==> src/rtl/event_fifo_serializer.sv <==
// event_fifo_serializer: collects spike events from several detector units,
// stamps each with a free-running sample timestamp, queues the 16-bit records
// in a small FIFO and serializes the head record as MSB then LSB bytes under
// reader handshake. Dropped spikes are tracked by a sticky flag and a
// saturating counter.
module event_fifo_serializer #(
  parameter int NUM_UNITS  = 2,
  parameter int FIFO_DEPTH = 8,
  parameter int TS_WIDTH   = 13
) (
  input  logic                   clk,
  input  logic                   rst_n,
  input  logic                   sample_tick,
  input  logic [NUM_UNITS-1:0]   spike_in,
  input  logic [2*NUM_UNITS-1:0] event_in,
  input  logic                   byte_ack,
  input  logic                   clear_status,
  output logic [7:0]             out_byte,
  output logic                   out_valid,
  output logic                   byte_phase,
  output logic [3:0]             fifo_count,
  output logic                   overflow,
  output logic [7:0]             drop_cnt
);

  localparam int PTR_W = $clog2(FIFO_DEPTH);
  localparam int REC_W = 16;

  typedef enum logic {
    PH_MSB = 1'b0,
    PH_LSB = 1'b1
  } phase_t;

  // Record layout: [15] unit index, [14:13] event code, [12:0] timestamp.
  function automatic logic [REC_W-1:0] make_rec(input logic uidx,
                                                input logic [1:0] ev,
                                                input logic [TS_WIDTH-1:0] ts);
    return {uidx, ev, ts};
  endfunction

  // Saturating add used for the drop counter.
  function automatic logic [7:0] sat_add8(input logic [7:0] base,
                                          input logic [7:0] inc);
    logic [8:0] sum;
    sum = {1'b0, base} + {1'b0, inc};
    return sum[8] ? 8'hFF : sum[7:0];
  endfunction

  logic [TS_WIDTH-1:0]  ts_q, ts_d;
  logic [NUM_UNITS-1:0] pend_vld_q, pend_vld_d;
  logic [REC_W-1:0]     pend_rec_q [NUM_UNITS];
  logic [REC_W-1:0]     pend_rec_d [NUM_UNITS];
  logic [REC_W-1:0]     mem_q [FIFO_DEPTH];
  logic [PTR_W-1:0]     wr_ptr_q, wr_ptr_d;
  logic [PTR_W-1:0]     rd_ptr_q, rd_ptr_d;
  logic [3:0]           count_q, count_d;
  phase_t               phase_q, phase_d;
  logic                 overflow_q, overflow_d;
  logic [7:0]           drop_cnt_q, drop_cnt_d;

  logic                 wr_en;
  logic [NUM_UNITS-1:0] wr_sel;
  logic [REC_W-1:0]     wr_rec;
  logic [NUM_UNITS-1:0] drops;
  logic [7:0]           n_drops;
  logic                 pop;
  logic [REC_W-1:0]     head;

  // Timestamp advances once per accepted input sample and wraps naturally.
  always_comb begin
    ts_d = ts_q + TS_WIDTH'(sample_tick);
  end

  // Pick the lowest-index pending record; the gate uses the start-of-cycle
  // count so a coincident pop never frees a slot for this cycle's write.
  always_comb begin
    wr_en  = 1'b0;
    wr_sel = '0;
    wr_rec = '0;
    if (count_q < 4'(FIFO_DEPTH)) begin
      for (int k = NUM_UNITS - 1; k >= 0; k--) begin
        if (pend_vld_q[k]) begin
          wr_en     = 1'b1;
          wr_sel    = '0;
          wr_sel[k] = 1'b1;
          wr_rec    = pend_rec_q[k];
        end
      end
    end
  end

  // Pending register per unit: reload when empty or being written this
  // cycle, otherwise the new spike is discarded and counted as a drop.
  always_comb begin
    pend_vld_d = pend_vld_q;
    drops      = '0;
    n_drops    = '0;
    for (int k = 0; k < NUM_UNITS; k++) begin
      pend_rec_d[k] = pend_rec_q[k];
      if (wr_sel[k]) begin
        pend_vld_d[k] = 1'b0;
      end
      if (spike_in[k]) begin
        if (!pend_vld_q[k] || wr_sel[k]) begin
          pend_vld_d[k] = 1'b1;
          pend_rec_d[k] = make_rec(1'(k), event_in[2*k +: 2], ts_q);
        end else begin
          drops[k] = 1'b1;
          n_drops  = n_drops + 8'd1;
        end
      end
    end
  end

  // Status: a drop in the clearing cycle survives the clear.
  always_comb begin
    overflow_d = (|drops) | (overflow_q & ~clear_status);
    drop_cnt_d = sat_add8(clear_status ? 8'd0 : drop_cnt_q, n_drops);
  end

  // Readout FSM next-state: MSB -> LSB on ack, LSB -> MSB with pop on ack.
  always_comb begin
    phase_d = phase_q;
    pop     = 1'b0;
    case (phase_q)
      PH_MSB: begin
        if (byte_ack && out_valid) begin
          phase_d = PH_LSB;
        end
      end
      PH_LSB: begin
        if (byte_ack && out_valid) begin
          pop     = 1'b1;
          phase_d = PH_MSB;
        end
      end
      default: phase_d = PH_MSB;
    endcase
  end

  // FIFO pointer and occupancy bookkeeping; pointers wrap modulo depth.
  always_comb begin
    wr_ptr_d = wr_ptr_q + PTR_W'(wr_en);
    rd_ptr_d = rd_ptr_q + PTR_W'(pop);
    count_d  = count_q + 4'(wr_en) - 4'(pop);
  end

  // Control state with asynchronous reset.
  always_ff @(posedge clk or negedge rst_n) begin
    if (!rst_n) begin
      ts_q       <= '0;
      pend_vld_q <= '0;
      wr_ptr_q   <= '0;
      rd_ptr_q   <= '0;
      count_q    <= '0;
      phase_q    <= PH_MSB;
      overflow_q <= 1'b0;
      drop_cnt_q <= '0;
    end else begin
      ts_q       <= ts_d;
      pend_vld_q <= pend_vld_d;
      wr_ptr_q   <= wr_ptr_d;
      rd_ptr_q   <= rd_ptr_d;
      count_q    <= count_d;
      phase_q    <= phase_d;
      overflow_q <= overflow_d;
      drop_cnt_q <= drop_cnt_d;
    end
  end

  // Record storage; contents are qualified by the valid flags and count.
  always_ff @(posedge clk) begin
    if (wr_en) begin
      mem_q[wr_ptr_q] <= wr_rec;
    end
    for (int k = 0; k < NUM_UNITS; k++) begin
      pend_rec_q[k] <= pend_rec_d[k];
    end
  end

  assign head       = mem_q[rd_ptr_q];
  assign out_valid  = (count_q != 4'd0);
  assign out_byte   = !out_valid          ? 8'h00 :
                      (phase_q == PH_LSB) ? head[7:0] : head[15:8];
  assign byte_phase = (phase_q == PH_LSB);
  assign fifo_count = count_q;
  assign overflow   = overflow_q;
  assign drop_cnt   = drop_cnt_q;

endmodule

==> config.mk <==
export PLATFORM = sky130hd
export DESIGN_NAME = event_fifo_serializer
export DESIGN_NICKNAME = d
export VERILOG_FILES = /design/src/rtl/event_fifo_serializer.sv
export SDC_FILE = /design/constraint.sdc
export NUM_CORES = 1
export LEC_CHECK = 0
export ABC_CLOCK_PERIOD_IN_PS = 3400
export CORE_AREA = 2 2 107 161
export DETAILED_ROUTE_END_ITERATION = 16
export DIE_AREA = 0 0 109 163
export PLACE_DENSITY = 0.71
export SKIP_LAST_GASP = 1
export SYNTH_ARGS = -nofsm -noshare
export SYNTH_HDL_FRONTEND = slang
export SYNTH_SLANG_ARGS = --single-unit
export TNS_END_PERCENT = 5
==> constraint.sdc <==
create_clock -name clk -period 3.4 [get_ports clk]
set_clock_uncertainty 0.2 [all_clocks]
set_input_delay 0.34 -clock clk [delete_from_list [all_inputs] [get_ports clk]]
set_output_delay 0.34 -clock clk [all_outputs]
set_load 0.005 [all_outputs]
==> results.json, run 1 <==
{
  "place_congestion": 0.8419,
  "nets": 484,
  "cts_resized": 0,
  "routed-via-count": 3754,
  "start_kind": "register",
  "final_antenna_net_count": 0,
  "finalHoldViolCount": 0,
  "critical_path.max_stage_delay_ns": 0.50,
  "critPathArrivalTime_ns": 2.57,
  "yosys.area.top_type": "edfxtp_1",
  "synth_cell_type_count": 43,
  "slew_headroom_pct": 32.71,
  "synth-seq-area-share_pct": 72.49,
  "cts_buffers": 17,
  "area.sequential_mm2": 0.005620,
  "syn-cell-area_mm2": 0.007754,
  "period_needed_ns": 3.105,
  "status": "complete, no violations",
  "dr.pass1.iters": 4,
  "critPathKind": "reg2out",
  "post_cts_buffers": 0,
  "drtIter0Drc": 262,
  "powerDensity_mw_per_mm2": 871.6,
  "worst_hold_slack_ns": 0.2772,
  "cts_tree": "built",
  "drc_errors": 0,
  "syn2layout_area_growth_pct": 15.38,
  "min_path_type": "reg2reg",
  "crit_chain": "inv_1 > ha_1 > or3b_1 > nand2b_1 > o22ai_1 > clkdlybuf4s50_1",
  "fin_ws_ns": 0.2950,
  "clkSlewWorstSetupHoldPaths_ns": 0.07,
  "grt.total_usage_pct": 16.31,
  "diodes": 0,
  "critPathCaptureType": "output port",
  "ys_ff_latch": 193,
  "crit_fanout": 9,
  "synthTopCellsByArea": "edfxtp_1, dfrtp_1, mux4_1",
  "synth_top_area_share_pct": 61.19,
  "leakage_uw": 0.003266,
  "rsz0062_at_grt": "no",
  "fp.dieH_um": 163,
  "vdd_drop_max_v": 0.0004303,
  "cp.required_ns": 2.86,
  "viasPerCell": 5.537,
  "finalSetupViolCount": 0,
  "cts_root_buf": "clkbuf_16",
  "start_util_pct": 47.07,
  "dpl_worst_slack_ns": 0.2699,
  "grt_pass1_vias": 3947,
  "synth-edff-count": 158,
  "tightest_slew_ns": 1.005,
  "antenna_found_initial": 0,
  "drv_cap": 0,
  "layout-drive-gt1-share_pct": 13.25,
  "overflow": 0,
  "synthCells": 402,
  "wl_um": 13240,
  "yosys_warnings": 0,
  "maxSlewViolCount": 0,
  "hpwlAfterDp_um": 8524,
  "coreArea_mm2": 0.01647,
  "synth.net_count": 430,
  "syn_area_per_cell_um2": 19.29,
  "synth_flop_cell": "edfxtp_1",
  "fin_crit_sh_pct": 91.32,
  "die_area_mm2": 0.01777,
  "tns_ns": 0,
  "rows": 58,
  "grt_pass1_wl_um": 21250,
  "crit_path_top_delay_cell": "clkdlybuf4s50_1",
  "io_buffer_count": 33,
  "io_pins": 34,
  "final_cell_mix": "edfxtp_1, dfrtp_1, clkdlybuf4s50_1, mux4_1, clkbuf_16",
  "max_freq_ghz": 0.3221,
  "n_fill_cell": 1215,
  "utilization_pct": 54.31,
  "async_reset_ff_share_pct": 18.13,
  "cts.sinks": 193,
  "die-width_um": 109,
  "wire_per_inst_um": 19.53,
  "htreeDepth": 4,
  "layout_commonest_cell": "edfxtp_1",
  "r2r_slack_ns": 0.42,
  "grt_max_degree": 36,
  "insertion_delay_ns": 0.41,
  "clockBufferDepth": 2,
  "multi_input_area_mm2": 0.001989
}
[sequential cells by signal, indices dropped and copies added, names as in the netlist]
register and count:
byte_phase 1, ts_q 13, rd_ptr_q 3, pend_rec_q 30, drop_cnt 8, mem_q 128, overflow 1, fifo_count 4
pend_vld_q 2, wr_ptr_q 3
[final cells by class]
cell class / count / area share, %
Clock buffer: 17 / 4.755
Timing Repair Buffer: 48 / 5.203
Clock inverter: 14 / 1.413
Inverter: 15 / 0.6294
Multi-Input combinational cell: 181 / 22.24
Sequential cell: 193 / 62.83
Tap cell: 210 / 2.937
[cell usage after synthesis, types with 2 or more instances]
| cell | instances |
|---|---|
| edfxtp_1 | 158 |
| dfrtp_1 | 35 |
| mux4_1 | 22 |
| mux2i_1 | 16 |
| a22o_1 | 15 |
| ha_1 | 15 |
| inv_1 | 15 |
| mux4_2 | 10 |
| xor2_1 | 10 |
| nand2_1 | 9 |
| nor2_1 | 8 |
| o22ai_1 | 8 |
| nand2b_1 | 7 |
| nand3_1 | 6 |
| nor3_1 | 6 |
| xnor2_1 | 6 |
| and3_1 | 4 |
| buf_4 | 4 |
| buf_6 | 4 |
| nor2b_1 | 4 |
| a21o_1 | 3 |
| a21oi_1 | 3 |
| and2_1 | 3 |
| buf_2 | 3 |
| nand4_1 | 3 |
| o21ai_0 | 3 |
| a21boi_0 | 2 |
| clkbuf_1 | 2 |
| fa_1 | 2 |
| nor3b_2 | 2 |
| o311ai_0 | 2 |
[kinds of logic (layout without fill, tap and decap cells)]
| family | after synthesis | in the layout | synth area share [%] |
|---|---|---|---|
| fa+ha+maj | 17 | 17 | 2.937 |
| compound gates | 42 | 42 | 4.099 |
| flops | 193 | 193 | 72.49 |
| mux | 49 | 49 | 12.57 |
| xor+xnor | 16 | 16 | 1.807 |
| simple gates | 57 | 57 | 4.115 |
| buf+inv | 28 | 94 | 1.985 |
[power by group]
part,switching [uW],internal [uW]
sequential,232,3350
combinational,1230,1160
clock,868,958
total,2330,5470
[worst max-delay path: cells and delay by family (launching register included)]
family | cells | cell delay (ns)
flops | 1 | 0.46
simple gates | 2 | 0.80
buf+inv | 2 | 0.58
fa+ha+maj | 1 | 0.13
compound gates | 1 | 0.16
[timing repair]
| action | in CTS | in global routing |
|---|---|---|
| endpoints found under the setup margin | 0 | 0 |
| hold buffers | 1 | 0 |
| hold endpoints to repair | 35 | 0 |
[final timing paths]
kind,start,end,depth (start not counted)
min in group asynchronous,rst_n,ts_q[0],2
worst min register to register,rd_ptr_q[2],rd_ptr_q[2],1
worst min-delay path,rd_ptr_q[2],rd_ptr_q[2],1
worst max register to register,fifo_count[3],drop_cnt[7],10
worst max-delay path,fifo_count[3],out_byte[0],6
max in group asynchronous,rst_n,fifo_count[2],2
[per-stage QoR]
step | total power, uW | cells | instance area [um^2]
floorplan | 5152 | 402 | 7754
global placement | 5966 | 646 | 8384
detailed placement | 6077 | 646 | 8384
CTS | 7898 | 678 | 8946
global route | 8230 | 678 | 8946
finish | 7798 | 678 | 8946
[metal layers]
layer / track usage (%) / part of all wire (%)
met5: 0 / 0
met2: 29.56 / 55
met1: 19.13 / 40
met4: 5.828 / 1.8
met3: 2.881 / 2.8
No activity file was read; power rests on OpenSTA's default activity.
==> run 2: changes to the inputs <==
--- a/config.mk
+++ b/config.mk
@@ -6,9 +6,12 @@
 export NUM_CORES = 1
 export LEC_CHECK = 0
 export ABC_CLOCK_PERIOD_IN_PS = 3400
+export CAP_MARGIN = 0
 export CORE_AREA = 2 2 107 161
+export CTS_CLUSTER_SIZE = 10
 export DETAILED_ROUTE_END_ITERATION = 16
 export DIE_AREA = 0 0 109 163
+export GPL_ROUTABILITY_DRIVEN = 0
 export PLACE_DENSITY = 0.71
 export SKIP_LAST_GASP = 1
 export SYNTH_ARGS = -nofsm -noshare
==> results of run 2 <==
Final layout, timing and power as in run 1 (identical DEF).
==> run 3: changes to the inputs <==
--- a/config.mk
+++ b/config.mk
@@ -13,8 +13,9 @@
 export DIE_AREA = 0 0 109 163
 export GPL_ROUTABILITY_DRIVEN = 0
 export PLACE_DENSITY = 0.71
+export SETUP_SLACK_MARGIN = 0.4
 export SKIP_LAST_GASP = 1
 export SYNTH_ARGS = -nofsm -noshare
 export SYNTH_HDL_FRONTEND = slang
 export SYNTH_SLANG_ARGS = --single-unit
-export TNS_END_PERCENT = 5
+export TNS_END_PERCENT = 30
==> run 3 against run 2 <==
Against the previous run:
- non-clock buffer count increased by 1
- combinational power rose by 3%
- first-iteration DRC count fell by 6.5%
- hold slack better by 0.0056 ns
- die area did not move
- cell area rose by 0.60%
- register-to-register slack improved by 0.12 ns
- count of clock-buffer cells in the layout unchanged
- routed wire length grew 1.5%
- clock power about the same
- maximum frequency grew 4.0%
- sequential cell count unchanged
- critical path type unchanged
- largest power group unchanged
==> results.json, run 3 (synthesized netlist as in run 1, its figures left out) <==
{
  "status": "complete, no violations",
  "viasPerCell": 5.574,
  "layout_commonest_cell": "edfxtp_1",
  "maxSlewViolCount": 0,
  "fp.dieH_um": 163,
  "critPathKind": "reg2out",
  "cts_root_buf": "clkbuf_16",
  "post_cts_buffers": 0,
  "io_pins": 34,
  "critPathCaptureType": "output port",
  "dpl_worst_slack_ns": 0.2699,
  "top_layer_used": "met4",
  "min_path_type": "reg2reg",
  "n_fill_cell": 1209,
  "insertion_delay_ns": 0.41,
  "grt_pass1_vias": 3976,
  "cts_tree": "built",
  "wl_met3_um": 350,
  "tightest_slew_ns": 0.9922,
  "largest_reg_flops": 128,
  "max_freq_ghz": 0.3349,
  "diodes": 0,
  "powerDensity_mw_per_mm2": 875.3,
  "dr.pass1.iters": 4,
  "die-width_um": 109,
  "reg.largest.list": "mem_q: 128 flops, pend_rec_q: 30 flops, ts_q: 13 flops",
  "clkSlewWorstSetupHoldPaths_ns": 0.07,
  "final_antenna_net_count": 0,
  "die_area_mm2": 0.01777,
  "vdd_drop_max_v": 0.0004317,
  "top_register": "mem_q",
  "syn2layout_area_growth_pct": 16.07,
  "cts.sinks": 193,
  "tns_ns": 0,
  "coreArea_mm2": 0.01647,
  "antenna_found_initial": 0,
  "grt_max_degree": 36,
  "leakage_uw": 0.003295,
  "layout-drive-gt1-share_pct": 14.50,
  "period_needed_ns": 2.986,
  "drtIter0Drc": 245,
  "cts_buffers": 17,
  "final_cell_mix": "edfxtp_1, dfrtp_1, clkdlybuf4s50_1, mux4_1, clkbuf_16",
  "start_util_pct": 47.07,
  "critPathArrivalTime_ns": 2.45,
  "grt.total_usage_pct": 16.48,
  "fin_crit_sh_pct": 87.83,
  "wl_met2_um": 7529,
  "slew_headroom_pct": 33.57,
  "grt_pass1_wl_um": 21430,
  "hpwlAfterDp_um": 8524,
  "placed_area_mm2": 0.008384,
  "wl_met1_um": 5334,
  "wire_per_inst_um": 19.80,
  "io_buffer_count": 33,
  "finalSetupViolCount": 0,
  "finish.instance_area_mm2": 0.009000,
  "clockBufferDepth": 2,
  "crit_fanout": 15,
  "wl_um": 13450,
  "cp.required_ns": 2.86,
  "rsz0062_at_grt": "yes",
  "start_kind": "register",
  "overflow": 0,
  "nets": 485,
  "drv_cap": 0,
  "htreeDepth": 4,
  "finalHoldViolCount": 0,
  "rows": 58,
  "routed-via-count": 3785,
  "drc_errors": 0,
  "fin_ws_ns": 0.4137
}
-- run 3: power breakdown --
group / switching (uW) / internal, uW / total (uW) / leakage (uW)
Sequential: 251 / 3350 / 3600 / 0.00188
Combinational: 1240 / 1210 / 2450 / 0.00115
Clock: 869 / 958 / 1830 / 0.000262
Total: 2360 / 5520 / 7880 / 0.00329
-- run 3: cell type report --
type                    instances  area, um^2  share of cell area (%)
flip-flops and latches        193        5623                   62.48
multi-input cells             181        2013                   22.37
repair buffers                 49       493.0                   5.478
clock buffers                  17       425.4                   4.727
well taps                     210       262.8                   2.920
clock inverters                14       126.4                   1.404
inverters                      15       56.30                  0.6256
-- run 3: path summary, 6_finish.rpt --
path | end | start | depth (start not counted) | slack, ns
worst min-delay path | rd_ptr_q[2] | rd_ptr_q[2] | 1 | 0.28
worst min register to register | rd_ptr_q[2] | rd_ptr_q[2] | 1 | 0.28
max in group asynchronous | fifo_count[3] | rst_n | 2 | 2.09
worst max-delay path | out_byte[5] | rd_ptr_q[0] | 5 | 0.41
min in group asynchronous | ts_q[0] | rst_n | 2 | 0.34
worst max register to register | drop_cnt[7] | pend_vld_q[0] | 10 | 0.54
-- run 3: per-layer routing --
metal  up-vias  GRT usage [%]
met4         0          5.769
met1      1964          19.24
met2        68          30.01
li1       1734              -
met5         -              0
met3        19          2.921
-- run 3: critical path, cell delays in order (launching register included) --
cell and delay, ns:
dfrtp_2 0.47, buf_12 0.19, mux4_1 0.55, mux2i_1 0.22
o22ai_1 0.12, clkdlybuf4s50_1 0.46
-- run 3: what timing repair did --
item                                    4_1_cts  5_1_grt
endpoints found under the setup margin        8       19
resized for setup                             3        7
hold endpoints to repair                     35        0
gates cloned                                  1        0
hold buffers                                  1        0
-- run 3: through the flow --
step / util (%) / hold WS (ns) / total power [uW] / std cells
floorplan: - / -0.1556 / 5152 / 402
detailed placement: 50.90 / 0.2666 / 6077 / 646
global placement: 50.90 / 0.2548 / 5966 / 646
global route: 54.63 / 0.3035 / 8309 / 679
CTS: 54.54 / 0.2801 / 7963 / 679
finish: 54.63 / 0.2828 / 7878 / 679
